==> config.mk <==
export PLATFORM = sky130hd
export DESIGN_NAME = ntru_axis_mult
export DESIGN_NICKNAME = d
export VERILOG_FILES = /design/src/rtl/ntru_axis_pkg.sv /design/src/rtl/ntru_au_lane.sv /design/src/rtl/ntru_axis_mult.sv
export SDC_FILE = /design/constraint.sdc
export NUM_CORES = 1
export LEC_CHECK = 0
export CELL_PAD_IN_SITES_DETAIL_PLACEMENT = 0
export CELL_PAD_IN_SITES_GLOBAL_PLACEMENT = 1
export CORE_ASPECT_RATIO = 0.8
export CORE_MARGIN = 4
export CORE_UTILIZATION = 51
export CTS_BUF_LIST = sky130_fd_sc_hd__clkbuf_2
export DETAILED_ROUTE_END_ITERATION = 6
export MAX_ROUTING_LAYER = met4
export PLACE_DENSITY_LB_ADDON = 0.2
export SLEW_MARGIN = 0
export SYNTH_ARGS = -nofsm -noshare
export SYNTH_HDL_FRONTEND = slang
export SYNTH_SLANG_ARGS = --single-unit
==> constraint.sdc <==
create_clock -name clk -period 7.2 [get_ports clk]
set_clock_uncertainty 0.1 [all_clocks]
set_input_delay 0.72 -clock clk [delete_from_list [all_inputs] [get_ports clk]]
set_output_delay 0.72 -clock clk [all_outputs]
set_load 0.1 [all_outputs]
==> src/rtl/ntru_axis_pkg.sv <==
// Shared constants, helper function and FSM state type for the NTRU
// stream polynomial multiplier.
package ntru_axis_pkg;

    localparam logic [1:0] TERN_ZERO = 2'b00;
    localparam logic [1:0] TERN_POS  = 2'b01;
    localparam logic [1:0] TERN_NEG  = 2'b11;

    typedef enum logic [1:0] {
        ST_LOAD,
        ST_FLUSH,
        ST_COMPUTE,
        ST_OUT
    } state_t;

    // Number of bits needed to hold 'value' (never less than 1).
    function automatic int clog2(input int value);
        int bits;
        bits = 1;
        while ((1 << bits) <= value) bits++;
        return bits;
    endfunction

endpackage

==> src/rtl/ntru_au_lane.sv <==
// One arithmetic lane: accumulator plus, minus or pass of an h coefficient,
// selected by the ternary r coefficient. The 10 code behaves as zero.
module ntru_au_lane
    import ntru_axis_pkg::*;
#(
    parameter int Q_BITS = 11
) (
    input  logic [Q_BITS-1:0] acc_i,
    input  logic [Q_BITS-1:0] h_i,
    input  logic [1:0]        r_i,
    output logic [Q_BITS-1:0] res_o
);

    always_comb begin
        res_o = acc_i;
        if (r_i == TERN_POS) begin
            res_o = acc_i + h_i;
        end else if (r_i == TERN_NEG) begin
            res_o = acc_i - h_i;
        end
    end

endmodule

==> src/rtl/ntru_axis_mult.sv <==
// AXI4-Stream NTRU convolution e = init + h*r mod (x^N - 1, 2^Q_BITS),
// computed in constant time with M parallel lanes.
//
// state      | meaning
// LOAD       | accept beats 0..N-1, store h, r and initial e
// FLUSH      | over-long frame: drop beats up to tlast
// COMPUTE    | N*ceil(N/M) accumulate cycles
// OUT        | stream e[0..N-1] out
module ntru_axis_mult
    import ntru_axis_pkg::*;
#(
    parameter int D_WIDTH = 32,
    parameter int N       = 11,
    parameter int Q_BITS  = 11,
    parameter int M       = 1
) (
    input  logic               clk,
    input  logic               reset,
    input  logic [D_WIDTH-1:0] din_tdata,
    input  logic               din_tvalid,
    input  logic               din_tlast,
    output logic               din_tready,
    output logic [D_WIDTH-1:0] dout_tdata,
    output logic               dout_tvalid,
    output logic               dout_tlast,
    input  logic               dout_tready,
    output logic               busy,
    output logic               err_len
);

    localparam int AW = clog2(N - 1);
    localparam int SW = AW + 1;
    localparam logic [AW-1:0] LAST_IDX = AW'(N - 1);
    localparam logic [SW-1:0] N_W = SW'(N);
    localparam logic [SW-1:0] M_W = SW'(M);

    if (Q_BITS + 4 > D_WIDTH - 1) begin : g_width_check
        $error("ntru_axis_mult: D_WIDTH too narrow for h/r/m/mode packing");
    end
    if (M < 1 || M > N) begin : g_lane_check
        $error("ntru_axis_mult: M must be in 1..N");
    end
    if (D_WIDTH - 2 >= Q_BITS + 4) begin : g_spare_bits
        logic unused_spare;
        assign unused_spare = ^din_tdata[D_WIDTH-2:Q_BITS+4];
    end

    state_t              state_q;
    logic [AW-1:0]       cnt_q, j_q, ib_q, oidx_q;
    logic                mode_q, prime_q;
    logic                din_tready_q, dout_tvalid_q, dout_tlast_q, busy_q, err_len_q;
    logic [Q_BITS-1:0]   dout_e_q;

    logic [Q_BITS-1:0]   h_q [N];
    logic [1:0]          r_q [N];
    logic [Q_BITS-1:0]   e_q [N];

    logic                accept;
    logic                mode_in;
    logic [1:0]          m_in;
    logic [Q_BITS-1:0]   init_in;
    logic [AW-1:0]       oidx_next;
    logic [1:0]          r_cur;

    logic [M-1:0]        lane_en;
    logic [AW-1:0]       lane_tgt [M];
    logic [Q_BITS-1:0]   lane_res [M];

    assign accept    = din_tvalid & din_tready_q;
    assign m_in      = din_tdata[Q_BITS+3:Q_BITS+2];
    assign mode_in   = (cnt_q == '0) ? din_tdata[D_WIDTH-1] : mode_q;
    assign oidx_next = oidx_q + 1'b1;
    assign r_cur     = r_q[j_q];

    always_comb begin
        init_in = '0;
        if (mode_in) begin
            if (m_in == TERN_POS) begin
                init_in = Q_BITS'(1);
            end else if (m_in == TERN_NEG) begin
                init_in = '1;
            end
        end
    end

    // Lane l handles h[ib+l] for the current r[j]; distinct i give distinct targets.
    for (genvar l = 0; l < M; l++) begin : g_lane
        logic [SW-1:0] idx_w, sum_w;
        logic [AW-1:0] h_idx;
        assign idx_w       = {1'b0, ib_q} + SW'(l);
        assign lane_en[l]  = idx_w < N_W;
        assign h_idx       = lane_en[l] ? idx_w[AW-1:0] : '0;
        assign sum_w       = idx_w + {1'b0, j_q};
        assign lane_tgt[l] = (sum_w >= N_W) ? AW'(sum_w - N_W) : sum_w[AW-1:0];

        ntru_au_lane #(.Q_BITS(Q_BITS)) u_lane (
            .acc_i (e_q[lane_tgt[l]]),
            .h_i   (h_q[h_idx]),
            .r_i   (r_cur),
            .res_o (lane_res[l])
        );
    end

    always_ff @(posedge clk) begin
        if (state_q == ST_LOAD && accept) begin
            h_q[cnt_q] <= din_tdata[Q_BITS-1:0];
            r_q[cnt_q] <= din_tdata[Q_BITS+1:Q_BITS];
            e_q[cnt_q] <= init_in;
        end
        if (state_q == ST_COMPUTE) begin
            for (int l = 0; l < M; l++) begin
                if (lane_en[l]) e_q[lane_tgt[l]] <= lane_res[l];
            end
        end
    end

    always_ff @(posedge clk or posedge reset) begin
        if (reset) begin
            state_q       <= ST_LOAD;
            cnt_q         <= '0;
            j_q           <= '0;
            ib_q          <= '0;
            oidx_q        <= '0;
            mode_q        <= 1'b0;
            prime_q       <= 1'b0;
            din_tready_q  <= 1'b0;
            dout_tvalid_q <= 1'b0;
            dout_tlast_q  <= 1'b0;
            dout_e_q      <= '0;
            busy_q        <= 1'b0;
            err_len_q     <= 1'b0;
        end else begin
            case (state_q)
                ST_LOAD: begin
                    din_tready_q <= 1'b1;
                    if (accept) begin
                        if (cnt_q == '0) begin
                            mode_q    <= din_tdata[D_WIDTH-1];
                            err_len_q <= 1'b0;
                        end
                        if (cnt_q == LAST_IDX) begin
                            cnt_q <= '0;
                            if (din_tlast) begin
                                state_q      <= ST_COMPUTE;
                                din_tready_q <= 1'b0;
                                busy_q       <= 1'b1;
                                j_q          <= '0;
                                ib_q         <= '0;
                            end else begin
                                state_q   <= ST_FLUSH;
                                err_len_q <= 1'b1;
                            end
                        end else if (din_tlast) begin
                            cnt_q     <= '0;
                            err_len_q <= 1'b1;
                        end else begin
                            cnt_q <= cnt_q + 1'b1;
                        end
                    end
                end
                ST_FLUSH: begin
                    if (accept && din_tlast) begin
                        state_q      <= ST_COMPUTE;
                        din_tready_q <= 1'b0;
                        busy_q       <= 1'b1;
                        j_q          <= '0;
                        ib_q         <= '0;
                    end
                end
                ST_COMPUTE: begin
                    if ({1'b0, ib_q} + M_W >= N_W) begin
                        ib_q <= '0;
                        if (j_q == LAST_IDX) begin
                            state_q <= ST_OUT;
                            oidx_q  <= '0;
                            prime_q <= 1'b0;
                        end else begin
                            j_q <= j_q + 1'b1;
                        end
                    end else begin
                        ib_q <= ib_q + AW'(M);
                    end
                end
                ST_OUT: begin
                    // One idle slot before the first beat fixes latency at N*ceil(N/M)+2.
                    if (!dout_tvalid_q) begin
                        if (prime_q) begin
                            dout_tvalid_q <= 1'b1;
                            dout_e_q      <= e_q[oidx_q];
                            dout_tlast_q  <= (oidx_q == LAST_IDX);
                        end else begin
                            prime_q <= 1'b1;
                        end
                    end else if (dout_tready) begin
                        if (dout_tlast_q) begin
                            dout_tvalid_q <= 1'b0;
                            dout_tlast_q  <= 1'b0;
                            busy_q        <= 1'b0;
                            din_tready_q  <= 1'b1;
                            state_q       <= ST_LOAD;
                        end else begin
                            oidx_q       <= oidx_next;
                            dout_e_q     <= e_q[oidx_next];
                            dout_tlast_q <= (oidx_next == LAST_IDX);
                        end
                    end
                end
                default: state_q <= ST_LOAD;
            endcase
        end
    end

    assign din_tready  = din_tready_q;
    assign dout_tdata  = {{(D_WIDTH - Q_BITS){1'b0}}, dout_e_q};
    assign dout_tvalid = dout_tvalid_q;
    assign dout_tlast  = dout_tlast_q;
    assign busy        = busy_q;
    assign err_len     = err_len_q;

endmodule

Word-level counts from Yosys, hierarchy flattened
Memories as Yosys holds them, arrays and structs flattened.
Cells that the tools add are included.
{"block": "word_totals", "output_inout_bits": 37, "in_bits": 37, "ram_bits": 264, "register_bits": 36, "mem_bits_ro": 0, "mem_count": 3, "latchBits": 0, "elab_cells": 152}
{"memory": "e_q", "words": 11, "width": 11, "read_ports": 3, "rd_ports_with_merged_regs": 0, "wr": 1, "line": "ntru_axis_mult.sv:56", "source": "logic [Q_BITS-1:0] e_q [N];"}
{"memory": "h_q", "words": 11, "width": 11, "read_ports": 1, "rd_ports_with_merged_regs": 0, "wr": 1, "line": "ntru_axis_mult.sv:54", "source": "logic [Q_BITS-1:0] h_q [N];"}
{"memory": "r_q", "words": 11, "width": 2, "read_ports": 1, "rd_ports_with_merged_regs": 0, "wr": 1, "line": "ntru_axis_mult.sv:55", "source": "logic [1:0] r_q [N];"}
{"block": "classes", "shifts": 0, "eq_ne": 25, "mul": 0, "reduce_logical": 19, "n_addsub": 9, "bitwise_logic": 1, "magnitude_cmp": 3, "mux": 79, "n_div": 0}
{"operator": "$mux 11", "n": 10}
{"operator": "$mux 4", "n": 17}
{"operator": "$mux 1", "n": 36}
{"operator": "$pmux 4 s3", "n": 2}
{"operator": "$ne 2x2->1 const B", "n": 11}
{"operator": "$mux 2", "n": 9}
{"operator": "$add 4x1->4 const B", "n": 4}
{"operator": "$eq 4x4->1 const B", "n": 4}
{"operator": "$reduce_and 8->1", "n": 2}
{"operator": "$add 11x11->11", "n": 1}
{"operator": "$reduce_or 11->1", "n": 1}
{"operator": "$sub 11x11->11", "n": 1}
{"operator": "$ge 5x4->1 const B", "n": 2}
{"operator": "$reduce_and 5->1", "n": 2}
{"operator": "$eq 2x2->1 const B", "n": 4}
{"operator": "$pmux 2 s4", "n": 1}
{"operator": "$pmux 4 s2", "n": 1}
{"operator": "$reduce_and 4->1", "n": 2}
{"operator": "$reduce_and 7->1", "n": 1}
{"operator": "$eq 2x1->1 const B", "n": 3}
{"operator": "$ne 2x1->1 const B", "n": 3}
{"operator": "$pmux 1 s3", "n": 2}
{"operator": "$reduce_and 6->1", "n": 1}
{"operator": "$reduce_bool 3->1", "n": 2}
{"operator": "12 further kinds", "n": 14}

Longest topological paths before layout
Gate-level depths: netlist of the first run.
An unclocked memory read counts as a cell.
{"block": "depth", "ltp_word": 8, "ltp_mapped": 24, "depth_no_buf": 21}

Modules after synthesis
Synthesis of the first run repeated with hierarchy kept, for this count alone.
{"block": "unflattened", "cells_unflattened": 1413, "hier_area_um2": 16843.7}
{"mod": "ntru_axis_mult", "cells_each": 1265, "instances": 1, "area_each_um2": 15783.9}
{"mod": "ntru_au_lane", "cells_each": 148, "instances": 1, "area_each_um2": 1059.8}

Least setup slack after synthesis of the first run
OpenSTA, ideal clock, no wires.
{"block": "synth_path", "path_type": "reg2reg", "from": "register ib_q[0]", "to": "memory e_q[0][10], data pin", "t_required_ns": 6.799, "setup_time_ns": 0.301, "period_less_slack_ns": 5.763, "path_slack_ns": 1.437, "path_stages_with_launch": 24, "arrival_time_ns": 5.361, "cell_sequence": "dfrtp_1 > ha_1 > fa_1 > ha_1 > clkbuf_1 > o21ai_1 > o32a_1 > nand2_1 > buf_2 > nand2_1 > and3_1 > o21ai_0 > and2_1 > ha_1 > inv_1 > fa_1 > nor2b_1 > o31ai_1 > a211oi_1 > o41ai_1 > a221oi_1 > mux2i_1 > a31oi_1 > o31ai_1"}
{"block": "synth_between", "elab_chain_cells": 8, "elab_cells_between_ends": 17, "classes_between": "4 x add/sub; 2 x order compare; 8 x mux; 1 x reduce/logical; 2 x memory"}
{"element": "start: declaration", "line": "ntru_axis_mult.sv:49", "source": "logic [AW-1:0] cnt_q, j_q, ib_q, oidx_q;"}
{"element": "start signal: assignment", "line": "ntru_axis_mult.sv:181", "source": "ib_q <= ib_q + AW'(M);"}
{"element": "$add 4x4->5", "line": "ntru_axis_mult.sv:93", "source": "assign sum_w = idx_w + {1'b0, j_q};"}
{"element": "$sub 4x4->4 / $ge 5x4->1 (equally long branches)", "line": "ntru_axis_mult.sv:94", "source": "assign lane_tgt[l] = (sum_w >= N_W) ? AW'(sum_w - N_W) : sum_w[AW-1:0];"}
{"element": "$mux 4", "line": "ntru_axis_mult.sv:94"}
{"element": "$mem_v2 11x11"}
{"element": "$sub 11x11->11", "line": "ntru_au_lane.sv:19", "source": "res_o = acc_i - h_i;"}
{"element": "$mux 11", "line": "ntru_au_lane.sv:18", "source": "end else if (r_i == TERN_NEG) begin"}
{"element": "$mux 11", "line": "ntru_au_lane.sv:16", "source": "if (r_i == TERN_POS) begin"}
{"element": "$mux 11 (no line) (*)"}
{"element": "end: declaration", "line": "ntru_axis_mult.sv:56"}
Every way passes the cells marked *; elsewhere a longest branch is shown, timed or not.

Final worst setup path of the first run
{"block": "layout_path", "from": "register j_q[0]", "to": "memory e_q[3][10], data pin"}
{"block": "layout_between", "elab_chain_cells": 8, "elab_cells_between_ends": 13, "classes_between": "4 x add/sub; 1 x order compare; 2 x eq/ne; 4 x mux; 2 x memory"}
{"element": "start: declaration", "line": "ntru_axis_mult.sv:49"}
{"element": "start signal: assignment", "line": "ntru_axis_mult.sv:178", "source": "j_q <= j_q + 1'b1;"}
{"element": "$add 4x4->5", "line": "ntru_axis_mult.sv:93"}
{"element": "$sub 4x4->4 / $ge 5x4->1 (equally long branches)", "line": "ntru_axis_mult.sv:94"}
{"element": "$mux 4", "line": "ntru_axis_mult.sv:94"}
{"element": "$mem_v2 11x11"}
{"element": "$sub 11x11->11", "line": "ntru_au_lane.sv:19"}
{"element": "$mux 11", "line": "ntru_au_lane.sv:18"}
{"element": "$mux 11 (*)", "line": "ntru_au_lane.sv:16"}
{"element": "$mux 11 (no line) (*)"}
Marked as above.

==> reports/metrics.cfg, run 1 <==
[status]
status = finished, final reports clean

[floorplanning]
rows = 59
die_w_um = 211
initial_core_util_pct = 51.7
die-area_sq_um = 36000
core-area_sq_um = 32600
die_y_um = 170
ios = 74

[timing]
timing.fmax_ghz = 0.152
min_period_over_period_pct = 91.1
final_max_slew_viol_count = 0
worstMarginPinSlew_ns = 1.13
rsz0062_at_grt = false
max-slew-margin-rel_pct = 24.6
hold_viol = 0
fin_tns_setup_ns = 0
period_minus_slack_ns = 6.56
layout_setup_ws_ns = 0.640
hold_slack_ns = 0.134
finalSetupViolCount = 0

[clock_network]
cts_resized = 0
clkTransAtPathRegs_ns = 0.10
cts_buffer_depth = 3
post-cts-setup-buffers = 0
clkLatencyLatePin_ns = 0.95
cts_made_buffers = 76
cts_tree = done
htree_levels = 3
cts.sinks = 300
cts_hold_buf = 0
root_buffer = clkbuf_2

[finish]
fin_util_pct = 56.2
nNetsFinal = 1609
fill_cells = 2793
drive_gt1_share_pct = 17.5
multi_input_area_sq_um = 7420
final_cells = 2010
syn2layout_area_growth_pct = 8.74
ff_latch_area_sq_um = 8830

[routing]
viasPerCell = 6.39
first_iter_violations = 1256
wirelength_um = 47200
antenna_left = 0
vias = 12900
first_pass_iters = 5
wl_per_cell_um = 23.5
drc = 0

[grt]
globalRouteOverflowTotal = 0
grt_pass1_wl_um = 71700
grt_pass1_vias = 12100
grt_util_all_layers_pct = 26.9
grt_max_degree = 50
grt_antenna_before_repair = 2

[placed_design]
gp_congestion = 0.900
dp_slack_ns = 0.801
place_inst = 1878
dp_hpwl_um = 31500
portBuffers = 36

[critical_path]
r2r_end = e_q[3][10]
end_kind = register
cp_slowest_cell = nand2_1
r2r_start = j_q[0]
cp.arrival_ns = 7.08
crit_buf_inv = 2
crit_family = compound AO/OA/AOI/OAI gates
critPathMostFrequentCell = ha_1
critPathMaxStageDelay_ns = 0.54
rrSetupSlack_ns = 0.64
path_max_fanout = 11
path_cells = ha_1, fa_1, ha_1, o22ai_1, o21ai_2, nand2_1, buf_4, o2bb2ai_1, o22ai_1, o41ai_2, ha_1, o21a_1, o31ai_1, a211oi_1, o41ai_1, a221oi_1, mux2i_1, and4_1, o31ai_1, buf_4
start_kind = register
crit_required_ns = 7.72
worstSetupPathType = reg -> reg
r2r_cells = 20

[run]
drv_cap = 0

[synthesis]
synth_top_area_cell = edfxtp_1
synth_area_leaders = edfxtp_1, mux4_2, dfrtp_1
yosysUniqueCellTypes = 88
seq_area_frac_synth_pct = 52.5
synth_top_area_share_pct = 47.1
synth_edf_count = 264
ys.flop_type = edfxtp_1
syn_area_per_cell_sq_um = 11.5
async_flop_share_pct = 12.0
syn-cell-area_sq_um = 16800
synthCells = 1466
yosys_warnings = 0
ys_seq_elements = 300

[pwr]
clkPwrFrac_pct = 11.2
intPower_w = 0.00519
p_switching_w = 0.00472
power.density_nw_per_um2 = 542
pwr-share-comb_pct = 61.2
p_seq_share_pct = 27.6
switching_share_pct = 47.7
p_leak_nw = 6.47
peakVddDrop_mv = 0.243

[min_path]
min_path_type = in -> async

==> metrics by stage <==
stage / total power (W) / cell area [sq um]
4_1_cts: 0.00985 / 18300
3_3_place_gp: 0.00864 / 17600
2_1_floorplan: 0.00700 / 16900
5_1_grt: 0.0106 / 18300
6_report: 0.00991 / 18300
3_5_place_dp: 0.00871 / 17600
==> Yosys cell counts (all sizes together) (5+ instances only) <==
cell     number
edfxtp      264
nand2       148
o21ai       102
nor2         94
a21oi        90
clkbuf       64
buf          57
nand3        57
mux2i        50
mux4         49
a211oi       44
ha           40
dfrtp        36
inv          29
nor2b        27
and2         24
a31oi        23
mux2         18
nor3         17
o31ai        15
and3         14
o211ai       14
o21a         14
nand4        13
o31a         12
o22ai        10
a221oi        9
nand2b        9
a211o         8
a21o          8
xnor2         7
xor2          7
a221o         6
a22o          6
a311oi        6
o2111ai       5
o311ai        5
==> final cells by class <==
class                   instances  share of cell area (%)
diodes                          2                  0.0274
clock buffers                 114                    3.12
clock inverters                16                   0.390
inverters                      30                   0.616
multi-input cells            1035                    40.6
flip-flops and latches        300                    48.3
well taps                     427                    2.92
repair buffers                 86                    4.02
==> worst min-delay path, stage by stage <==
cell             delay, ns
clkdlybuf4s50_1       0.40
clkinv_1              0.05
buf_4                 0.43
==> placed cells by master, fill, tap and decap left out, types with 10 or more instances in the layout <==
cell	n
edfxtp_1	264
nand2_1	147
clkbuf_2	114
o21ai_0	95
a21oi_1	89
nor2_1	81
nand3_1	56
buf_4	50
mux4_2	49
mux2i_1	49
a211oi_1	44
ha_1	40
clkdlybuf4s50_1	36
dfrtp_1	34
inv_1	28
nor2b_1	27
and2_1	24
a31oi_1	23
conb_1	21
mux2_2	17
nor3_1	16
o31ai_1	15
and3_1	14
o211ai_1	14
o21a_1	14
nand4_1	13
clkinv_1	13
o31a_1	12
nor2_2	11
o22ai_1	10
==> worst max path at each step <==
stage	start	slack, ns	cells past startpoint	to
after floorplan	ib_q[0]	1.44	23	e_q[0][10]
after global placement	j_q[0]	0.88	20	e_q[3][10]
after detailed placement	j_q[0]	0.80	20	e_q[0][10]
after CTS	j_q[0]	0.75	20	e_q[1][10]
after global routing	j_q[0]	0.26	20	e_q[1][10]
final	j_q[0]	0.64	20	e_q[3][10]
==> routing by layer <==
layer | track usage, % | share of wire, % | up-vias | routed length (um)
li1 | - | - | 5769 | -
met5 | - | 0 | - | 0
met1 | 39.0 | 45 | 6307 | 21000
met2 | 37.8 | 43 | 670 | 20200
met3 | 5.93 | 9.8 | 107 | 4630
met4 | 8.90 | 2.7 | 0 | 1290
==> registers in the layout (all words and copies together), names as in the netlist, 2 cells and up <==
register	cells
oidx_q	4
r_q	22
state_q	2
ib_q	4
cnt_q	4
j_q	4
dout_e_q	11
e_q	121
h_q	121
==> power groups by stage <==
stage / Sequential, W / Combinational [W] / Clock (W)
2_1_floorplan: 0.00292 / 0.00408 / 0
3_3_place_gp: 0.00276 / 0.00588 / 0
3_5_place_dp: 0.00277 / 0.00594 / 0
4_1_cts: 0.00273 / 0.00598 / 0.00114
5_1_grt: 0.00277 / 0.00657 / 0.00123
6_report: 0.00274 / 0.00607 / 0.00111
==> cells by family after synthesis <==
family | after synthesis | synth area share, %
compound gates | 420 | 16.7
xor+xnor | 14 | 0.774
fa+ha+maj | 43 | 3.33
buf+inv | 151 | 4.19
flops | 300 | 52.5
mux | 117 | 10.7
other cells | 1 | 0.0223
simple gates | 420 | 11.8
Note: power is estimated with default switching activity, not from simulation.
==> inputs of run 2 (changes only) <==
--- a/config.mk
+++ b/config.mk
@@ -11,6 +11,7 @@
 export CORE_MARGIN = 4
 export CORE_UTILIZATION = 51
 export CTS_BUF_LIST = sky130_fd_sc_hd__clkbuf_2
+export CTS_CLUSTER_SIZE = 40
 export DETAILED_ROUTE_END_ITERATION = 6
 export MAX_ROUTING_LAYER = met4
 export PLACE_DENSITY_LB_ADDON = 0.2
==> results of run 2 <==
Final layout, timing and power as in run 1 (identical DEF).
==> inputs of run 3 (changes only) <==
--- a/config.mk
+++ b/config.mk
@@ -8,10 +8,9 @@
 export CELL_PAD_IN_SITES_DETAIL_PLACEMENT = 0
 export CELL_PAD_IN_SITES_GLOBAL_PLACEMENT = 1
 export CORE_ASPECT_RATIO = 0.8
-export CORE_MARGIN = 4
 export CORE_UTILIZATION = 51
 export CTS_BUF_LIST = sky130_fd_sc_hd__clkbuf_2
-export CTS_CLUSTER_SIZE = 40
+export CTS_CLUSTER_SIZE = 14
 export DETAILED_ROUTE_END_ITERATION = 6
 export MAX_ROUTING_LAYER = met4
 export PLACE_DENSITY_LB_ADDON = 0.2
==> run 3 against run 2 <==
Compared with the run above: worst hold slack worse by 0.0046 ns; final cell count is 0.25% higher; sequential power hardly changed; global-route usage is 2.4 points higher; routed wire length is 0.42% lower; register-to-register slack worse by 0.08 ns; power is 0.48% higher; non-clock buffer count is 4 higher; maximum frequency is 1.2% lower; die area is 6.3% lower; combinational power is 0.7% lower; count of clock-buffer cells in the layout stayed put.
==> reports/metrics.cfg, run 3 (synthesis gave the netlist of run 1 again) <==
[min_path]
min_path_type = in -> async

[pwr]
peakVddDrop_mv = 0.281  ; +16%
power.density_nw_per_um2 = 543  ; +0.24%
p_leak_nw = 6.52  ; +0.65%

[grt]
grt_max_degree = 49  ; -2.0%
grt_antenna_before_repair = 2  ; unchanged
grt_util_all_layers_pct = 29.2  ; +2.4 points
grt_pass1_vias = 11800  ; -2.9%
globalRouteOverflowTotal = 0  ; unchanged
grt_pass1_wl_um = 71000  ; -0.92%

[timing]
rsz0062_at_grt = false
hold_viol = 0  ; unchanged
max-slew-margin-rel_pct = 16.6  ; -8.0 points
finalSetupViolCount = 0  ; unchanged
fin_tns_setup_ns = 0  ; unchanged
timing.fmax_ghz = 0.151  ; -1.2%
final_max_slew_viol_count = 0  ; unchanged
min_period_over_period_pct = 92.2  ; +1.1 points
period_minus_slack_ns = 6.64  ; +0.0776 ns
hold_slack_ns = 0.129  ; -0.00462 ns
worstMarginPinSlew_ns = 1.25  ; +0.119 ns

[floorplanning]
ios = 74  ; unchanged
rows = 59  ; unchanged
die_y_um = 164  ; -3.5%
initial_core_util_pct = 51.8  ; +0.12 points
die-area_sq_um = 33700  ; -6.3%
core-area_sq_um = 32500  ; -0.23%
die_w_um = 205  ; -2.8%

[clock_network]
cts_made_buffers = 77  ; +1.3%
clkTransAtPathRegs_ns = 0.12  ; +0.02 ns
cts_tree = done
htree_levels = 3  ; unchanged
clkLatencyLatePin_ns = 0.93  ; -0.02 ns
cts_buffer_depth = 3  ; unchanged
cts_hold_buf = 0  ; unchanged
cts.sinks = 300  ; unchanged
post-cts-setup-buffers = 0  ; unchanged
cts_resized = 0  ; unchanged
root_buffer = clkbuf_2

[critical_path]
r2r_start = j_q[1]
path_max_fanout = 16  ; +5
r2r_cells = 20  ; unchanged
cp.arrival_ns = 7.15  ; +0.07 ns
worstSetupPathType = reg -> reg
crit_required_ns = 7.71  ; about the same
r2r_end = e_q[2][10]
end_kind = register
start_kind = register
worstSetupEndpoint = e_q[2][10]
crit_start = j_q[1]
rrSetupSlack_ns = 0.56  ; -0.08 ns

[routing]
met1Wirelength_um = 21100  ; +0.51%
wirelength_um = 47000  ; -0.42%
top_layer = met4
first_iter_violations = 1384  ; +10%
vias = 12700  ; -1.5%
drc = 0  ; unchanged
wl_per_cell_um = 23.3  ; -0.66%
viasPerCell = 6.28  ; -1.8%
wl_met3_um = 5120  ; +11%
met2_wirelength_um = 19700  ; -2.5%
first_pass_iters = 5  ; unchanged
antenna_left = 0  ; unchanged

[status]
status = finished, final reports clean

[finish]
multi_input_area_sq_um = 7390  ; -0.42%
nNetsFinal = 1614  ; +0.31%
reg_top3 = e_q x121, h_q x121, r_q x22
syn2layout_area_growth_pct = 9.01
ff_latch_area_sq_um = 8830  ; unchanged
layout_common_cells = edfxtp_1, nand2_1, clkbuf_2, o21ai_0, a21oi_1
mostFrequentLayoutCell = edfxtp_1
fill_cells = 2822  ; +1.0%
drive_gt1_share_pct = 17.2  ; -0.23 points

[placed_design]
gp_congestion = 0.891  ; -0.90%
portBuffers = 36  ; unchanged
dp_hpwl_um = 30900  ; -1.6%

[run]
drv_cap = 0  ; unchanged

## run 3: cell types whose count changed in the layout (fill, tap and decap cells not counted)
cell,previous run,this run
clkinvlp_4,2,0
xor2_1,4,5
clkinv_1,13,12
nor3_2,0,1
bufinv_16,0,2
inv_2,0,2
buf_4,50,54
xor2_2,3,2
clkinv_2,3,2
diode_2,2,3
nor3_4,1,0
nor2_1,81,88
nor2_2,11,4
## run 3: how the worst min path moves through the flow
stage / to / slack (ns)
6_report: dout_e_q[1] / 0.13
5_1_grt: prime_q / 0.13
4_1_cts: dout_e_q[1] / 0.09
3_5_place_dp: dout_e_q[1] / 0.37
3_3_place_gp: dout_e_q[10] / 0.36
2_1_floorplan: mode_q / 0.38
## run 3: worst max-delay path, cell delays in order, from the launching register on
cell      delay (ns)
dfrtp_1         0.61
fa_1            0.60
xor2_2          0.42
nor3_1          0.14
o311a_1         0.40
nor2_4          0.33
buf_4           0.34
nand2_1         0.08
and3_1          0.19
o21ai_0         0.35
nand2_1         0.20
fa_1            0.48
nor2b_1         0.18
o31ai_1         0.13
a211oi_1        0.35
o41ai_1         0.11
a221oi_1        0.52
mux2i_1         0.36
and4_1          0.23
o31ai_1         0.07
buf_4           0.20
## run 3: area by class of cell
cell class / count / share of cell area [%]
diodes: 3 / 0.0410
clock buffers: 114 / 3.11
clock inverters: 16 / 0.628
inverters: 30 / 0.614
multi-input cells: 1035 / 40.3
flip-flops and latches: 300 / 48.2
well taps: 427 / 2.91
repair buffers: 90 / 4.18
## run 3: where the power goes
part	switching (W)	internal [W]
clock	0.000701	0.000487
combinational	0.00382	0.00222
sequential	0.000208	0.00253
## run 3: per-stage QoR
stage	cell area, sq um	cells	utilization (%)	worst slack (ns)	total power, W
2_1_floorplan	16900	1486	-	1.44	0.00700
3_3_place_gp	17600	1882	54.3	0.737	0.00868
3_5_place_dp	17600	1882	54.3	0.647	0.00871
4_1_cts	18300	2012	56.4	0.674	0.00992
5_1_grt	18300	2015	56.4	0.314	0.0106
6_report	18300	2015	56.4	0.563	0.00996
## run 3: routing by layer
| metal | vias to the layer above | GRT usage, % |
|---|---|---|
| met3 | 103 | 8.31 |
| li1 | 5791 | - |
| met4 | 0 | 7.61 |
| met2 | 634 | 39.8 |
| met1 | 6126 | 42.7 |
| met5 | - | - |
